## src/rtl/moore_bit_serializer.sv

```systemverilog
// Moore-style parallel-to-serial converter with downstream stall (hold) and zero-gap back-to-back words.
// Optional even-parity trailer bit when SERIALIZER_PARITY_EN is defined.
module moore_bit_serializer #(
  parameter int WIDTH     = 8,
  parameter int MSB_FIRST = 1
) (
  input  logic             clk,
  input  logic             rst,
  input  logic [WIDTH-1:0] din,
  input  logic             din_valid,
  output logic             din_ready,
  input  logic             hold,
  output logic             x,
  output logic             x_valid,
  output logic             busy
);

  localparam int CW = $clog2(WIDTH);
  localparam logic [CW-1:0] LAST = CW'(WIDTH - 1);

`ifdef SERIALIZER_PARITY_EN
  typedef enum logic [1:0] {IDLE = 2'd0, SHIFT = 2'd1, PAR = 2'd2} state_t;
`else
  typedef enum logic [1:0] {IDLE = 2'd0, SHIFT = 2'd1} state_t;
`endif

  state_t           state, state_n;
  logic [CW-1:0]    cnt, cnt_n;
  logic [WIDTH-1:0] sreg, sreg_n;
  logic             x_n, x_valid_n, busy_n;
  logic             load, finish;
`ifdef SERIALIZER_PARITY_EN
  logic             par, par_n;
`endif

  function automatic logic first_bit(input logic [WIDTH-1:0] w);
    return (MSB_FIRST != 0) ? w[WIDTH-1] : w[0];
  endfunction

  function automatic logic [WIDTH-1:0] advance(input logic [WIDTH-1:0] w);
    return (MSB_FIRST != 0) ? (w << 1) : (w >> 1);
  endfunction

  // The acceptance slot is the last presented bit of a word, so a new word follows with no gap.
`ifdef SERIALIZER_PARITY_EN
  assign din_ready = rst && ((state == IDLE) || (!hold && (state == PAR)));
`else
  assign din_ready = rst && ((state == IDLE) || (!hold && (state == SHIFT) && (cnt == LAST)));
`endif

  assign load = din_valid && din_ready;

  always_comb begin
    state_n   = state;
    cnt_n     = cnt;
    sreg_n    = sreg;
    x_n       = x;
    x_valid_n = 1'b0;
    busy_n    = busy;
    finish    = 1'b0;
`ifdef SERIALIZER_PARITY_EN
    par_n     = par;
`endif
    unique case (state)
      IDLE: ;
      SHIFT: begin
        if (!hold) begin
          if (cnt != LAST) begin
            cnt_n     = cnt + CW'(1);
            x_n       = first_bit(sreg);
            sreg_n    = advance(sreg);
            x_valid_n = 1'b1;
          end else begin
`ifdef SERIALIZER_PARITY_EN
            state_n   = PAR;
            x_n       = par;
            x_valid_n = 1'b1;
`else
            finish    = !load;
`endif
          end
        end
      end
`ifdef SERIALIZER_PARITY_EN
      PAR: finish = !hold && !load;
`endif
      default: ;
    endcase

    // A transfer always restarts the word, whichever state accepted it.
    if (load) begin
      state_n   = SHIFT;
      cnt_n     = '0;
      x_n       = first_bit(din);
      sreg_n    = advance(din);
      x_valid_n = 1'b1;
      busy_n    = 1'b1;
`ifdef SERIALIZER_PARITY_EN
      par_n     = ^din;
`endif
    end else if (finish) begin
      state_n   = IDLE;
      cnt_n     = '0;
      sreg_n    = '0;
      x_n       = 1'b0;
      busy_n    = 1'b0;
    end
  end

  always_ff @(posedge clk) begin
    if (!rst) begin
      state   <= IDLE;
      cnt     <= '0;
      sreg    <= '0;
      x       <= 1'b0;
      x_valid <= 1'b0;
      busy    <= 1'b0;
`ifdef SERIALIZER_PARITY_EN
      par     <= 1'b0;
`endif
    end else begin
      state   <= state_n;
      cnt     <= cnt_n;
      sreg    <= sreg_n;
      x       <= x_n;
      x_valid <= x_valid_n;
      busy    <= busy_n;
`ifdef SERIALIZER_PARITY_EN
      par     <= par_n;
`endif
    end
  end

endmodule

```

## config.mk

```make
export PLATFORM = sky130hd
export DESIGN_NAME = moore_bit_serializer
export DESIGN_NICKNAME = d
export VERILOG_FILES = /design/src/rtl/moore_bit_serializer.sv
export SDC_FILE = /design/constraint.sdc
export NUM_CORES = 1
export LEC_CHECK = 0
export CORE_MARGIN = 5
export CORE_UTILIZATION = 40
export DETAILED_ROUTE_END_ITERATION = 8
export PLACE_DENSITY = 0.71
export SETUP_SLACK_MARGIN = 0.1
export SLEW_MARGIN = 40
export SYNTH_ARGS = -nofsm -noshare
export SYNTH_HDL_FRONTEND = slang
export SYNTH_SLANG_ARGS = --single-unit
```

## constraint.sdc

```tcl
create_clock -name clk -period 3.17 [get_ports clk]
set_input_delay 0.7925 -clock clk [delete_from_list [all_inputs] [get_ports clk]]
set_output_delay 0.7925 -clock clk [all_outputs]
set_load 0.05 [all_outputs]
```

# == Yosys cells after proc, flatten, opt, wreduce, memory -nomap -nowiden ==
# Index checks and enable logic that the tools add are counted.
# totals
ff_bits,14
inputBits,12
elab_cells,47
# classes
addsub,1
eq_ne,3
mux,21
bitwise,2
reduce_logical,14
# op_table
operator,count
2-to-1 mux 8 bit,5
2-to-1 mux 1 bit,16
AND reduction 3 bit,2
nonzero test 3 bit,2
logical AND 1 bit,4
"adder 3 x 1 -> 3 bit, second input constant",1
"equality test 3 bit, second input constant",1
"inequality test 3 x 1 -> 1 bit, second input constant",1
"inequality test 3 bit, second input constant",1
OR reduction 3 bit,1
logical NOT 1 bit,2
logical NOT 2 bit,1
NOT 1 bit,2
nonzero test 2 bit,1
logical OR 1 bit,1

# == Longest topological paths before layout ==
# logic_depth
depth_word,12
mapped_depth,5
ltp_nobuf,5

# == Worst setup path before layout ==
# Ideal clock, no wire load.
# synth_timing
path_kind,input to output
startpoint,in hold
endpoint,out din_ready
t_arrival_ns,1.707
slack_ns,0.671
path_stages,2
path_buffers,0
path_cell_list,nand2b_4 > a21boi_1
# synth_via
elab_chain_len,5
# synth_rtl
element,line,text
"start, declared",12,"input logic hold,"
logical NOT 1 bit,n/a,
logical AND 1 bit (2 in series),48,assign din_ready = rst && ((state == IDLE) || (!hold && (state == SHIFT) && (cnt == LAST)));
logical OR 1 bit,48,
logical AND 1 bit,48,
"end, declared",11,"output logic din_ready,"
# No other way between the ends.

# == Worst setup path in the final report ==
# Ends and elaborated chain as after synthesis.

==> flow_summary.json <==
{
  "outcome": "finished, final reports clean",
  "post-route-drc-count": 0,
  "grt_remaining_overflow": 0,
  "power.switching_fraction_pct": 25.2,
  "ant_nets": 0,
  "post_cts_setup_repair_bufs": 0,
  "timing.critical_path.fanout_max": 5,
  "initial_core_utilization_pct": 41.3,
  "drt_pass1_iterations": 4,
  "share_comb_of_total_power_pct": 19.0,
  "synth_seq_area_share_pct": 42.8,
  "final-instance-count-excl-fill": 89,
  "detailroute.via_count": 465,
  "dp_cells": 85,
  "postLayoutCellArea_sq_um": 803,
  "cts.clk_slew.worst_paths_ns": 0.07,
  "synth.net_count": 69,
  "power.static_leakage_nw": 0.328,
  "fin_total_pwr_mw": 0.342,
  "final.setup.tns_ns": 0,
  "design.core.area_sq_um": 1470,
  "cp.required_ns": 2.38,
  "finalHoldViolations": 0,
  "ir_drop_mv": 0.249,
  "yosys_register_bits": 13,
  "final.setup_skew_ns": 0.00414,
  "timing.critical_path.to_type": "output port",
  "largest_net_degree_at_the_start_of_global_routing": 11,
  "flow.area_growth_from_synthesis_pct": 32.1,
  "worstMarginPinSlew_ns": 0.493,
  "grt_pass1_vias": 449,
  "post-route-util_pct": 54.6,
  "wl_per_cell_um": 11.9,
  "die-height_um": 49.0,
  "clock_latency_ns": 0.27,
  "criticalPathCategory": "input pin to output port",
  "timing.max_slew.rel_slack_pct": 67.0,
  "clock.fmax_ghz": 0.374,
  "synthesized_netlist_cell_count": 55,
  "via_per_inst": 5.22,
  "post-route-period-util_pct": 84.3,
  "depth_of_the_cts_h_tree": 1,
  "route.final.wire_length_um": 1060,
  "synthesis.area_sq_um": 608,
  "number_of_buffers_added_by_the_clock_tree_synthesis_step": 3,
  "ioPinCount": 16,
  "yosysWarnings": 0,
  "fp-row-count": 14,
  "clock_tree.root_cell": "sky130_fd_sc_hd__clkbuf_4",
  "number_of_buffers_added_on_ports": 15,
  "powerDensity_nw_per_um2": 426,
  "postPlaceCellArea_sq_um": 777,
  "grt_pass1_wl_um": 1840,
  "post_synthesis_cell_type_count": 24,
  "layout_min_cycle_time_ns": 2.67,
  "cts-resized-gates": 0,
  "min_path_type": "flop to flop",
  "p_int_mw": 0.256,
  "antenna_found_initial": 0,
  "detail_route.iter0.violations": 10,
  "maxCapViolCount": 0,
  "place_congestion": 0.698,
  "grt_setup_unrepaired": "false",
  "grt_util_all_layers_pct": 9.86,
  "cp-start-kind": "input pin",
  "cts.sinks": 13,
  "netSwitchingPower_mw": 0.0863,
  "critical_path_arrival_ns": 1.88,
  "cts.path.max_buffers": 2,
  "postSynthAreaPerCell_sq_um": 11.1,
  "cts_tree": "yes",
  "postCtsHoldBufs": 0,
  "layout.nets": 88,
  "final_max_slew_violation_count": 0,
  "setup_viol_count_final": 0,
  "floorplan.die_area_sq_um": 2400,
  "power.clock.fraction_pct": 29.0,
  "final_layout_size_suffix_gt1_share_pct": 15.1,
  "power_frac_seq_pct": 52.1,
  "die-width_um": 49.0,
  "num_antenna_cells": 0
}
[placed cells by master, fill, tap and decap left out, types with 2 or more instances in the layout]
cell,netlist,final
sky130_fd_sc_hd__a221o_1,7,7
sky130_fd_sc_hd__ha_1,2,2
sky130_fd_sc_hd__o211ai_1,2,2
sky130_fd_sc_hd__nand2_1,2,2
sky130_fd_sc_hd__dfxtp_1,13,13
sky130_fd_sc_hd__nor2_1,4,4
sky130_fd_sc_hd__clkdlybuf4s50_1,0,14
sky130_fd_sc_hd__and2_1,6,6
sky130_fd_sc_hd__clkbuf_4,0,3
sky130_fd_sc_hd__mux2i_1,3,3
[cells by family (layout without fill, tap and decap cells)]
family / Yosys count / count (layout) / synth area share (%)
buffers and inverters: 3 / 21 / 3.09
multiplexers: 3 / 3 / 4.94
adder cells (fa/ha/maj): 2 / 2 / 4.11
AND/OR/NAND/NOR: 19 / 19 / 21.4
AO/OA/AOI/OAI: 14 / 14 / 22.2
flip-flops: 13 / 13 / 42.8
XOR/XNOR: 1 / 1 / 1.44
[power by group through the flow]
| stage | logic, mW | clock network (mW) | registers (mW) |
|---|---|---|---|
| after CTS | 0.0653 | 0.104 | 0.178 |
| after detailed placement | 0.0650 | 0 | 0.182 |
| after global placement | 0.0650 | 0 | 0.182 |
| final | 0.0648 | 0.0990 | 0.178 |
| after global routing | 0.0689 | 0.115 | 0.179 |
| after floorplan | 0.0304 | 0 | 0.189 |
[through the flow]
stage,setup WS (ns),hold WS [ns]
3_5_place_dp,0.491,0.461
2_1_floorplan,0.671,0.447
3_3_place_gp,0.505,0.462
4_1_cts,0.489,0.488
5_1_grt,0.446,0.512
6_report,0.497,0.481
[Yosys cell counts]
| cell type | instances | area [sq um] |
|---|---|---|
| sky130_fd_sc_hd__a21boi_1 | 1 | 7.51 |
| sky130_fd_sc_hd__a21boi_4 | 1 | 18.8 |
| sky130_fd_sc_hd__a21oi_1 | 1 | 5.00 |
| sky130_fd_sc_hd__a21oi_2 | 1 | 8.76 |
| sky130_fd_sc_hd__a221o_1 | 7 | 70.1 |
| sky130_fd_sc_hd__and2_0 | 1 | 6.26 |
| sky130_fd_sc_hd__and2_1 | 6 | 37.5 |
| sky130_fd_sc_hd__and4bb_4 | 1 | 16.3 |
| sky130_fd_sc_hd__buf_6 | 1 | 11.3 |
| sky130_fd_sc_hd__dfxtp_1 | 13 | 260 |
| sky130_fd_sc_hd__ha_1 | 2 | 25.0 |
| sky130_fd_sc_hd__inv_1 | 1 | 3.75 |
| sky130_fd_sc_hd__inv_2 | 1 | 3.75 |
| sky130_fd_sc_hd__mux2i_1 | 3 | 30.0 |
| sky130_fd_sc_hd__nand2_1 | 2 | 7.51 |
| sky130_fd_sc_hd__nand2b_1 | 1 | 6.26 |
| sky130_fd_sc_hd__nand2b_4 | 1 | 13.8 |
| sky130_fd_sc_hd__nor2_1 | 4 | 15.0 |
| sky130_fd_sc_hd__nor2b_1 | 1 | 6.26 |
| sky130_fd_sc_hd__nor3b_2 | 1 | 12.5 |
| sky130_fd_sc_hd__o211a_1 | 1 | 10.0 |
| sky130_fd_sc_hd__o211ai_1 | 2 | 15.0 |
| sky130_fd_sc_hd__or2_4 | 1 | 8.76 |
| sky130_fd_sc_hd__xnor2_1 | 1 | 8.76 |
[final timing paths]
| path | from | depth (start not counted) | slack (ns) | end |
|---|---|---|---|---|
| setup / recovery | hold | 4 | 0.50 | din_ready |
| hold / removal | sreg[6] | 1 | 0.48 | sreg[6] |
| setup reg to reg | cnt[0] | 5 | 1.62 | sreg[3] |
| hold reg to reg | sreg[6] | 1 | 0.48 | sreg[6] |
[worst max-delay path, stage by stage]
cell	delay, ns
sky130_fd_sc_hd__clkdlybuf4s50_1	0.48
sky130_fd_sc_hd__nand2b_4	0.19
sky130_fd_sc_hd__a21boi_1	0.24
sky130_fd_sc_hd__buf_12	0.17
[metal layers]
metal	GRT usage, %	vias up	wire length, um	part of all wire, %
li1	-	240	-	-
met1	11.3	214	509	48
met2	15.0	8	481	45
met3	5.50	3	60	5.7
met4	4.04	0	9	0.85
met5	0	-	0	0
[sequential cells by signal, summed over array words and instances, names as in the netlist]
name,cells
sreg,7
cnt,3
x_valid,1
x,1
state,1
[area by class of cell]
type | instances | area, sq um
clock buffer | 4 | 26.3
fill | 143 | 668
inverter | 2 | 7.51
multi-input combinational | 39 | 329
sequential | 13 | 260
tap | 16 | 20.0
timing repair buffer | 15 | 160
No activity file was read; power rests on OpenSTA's default activity.
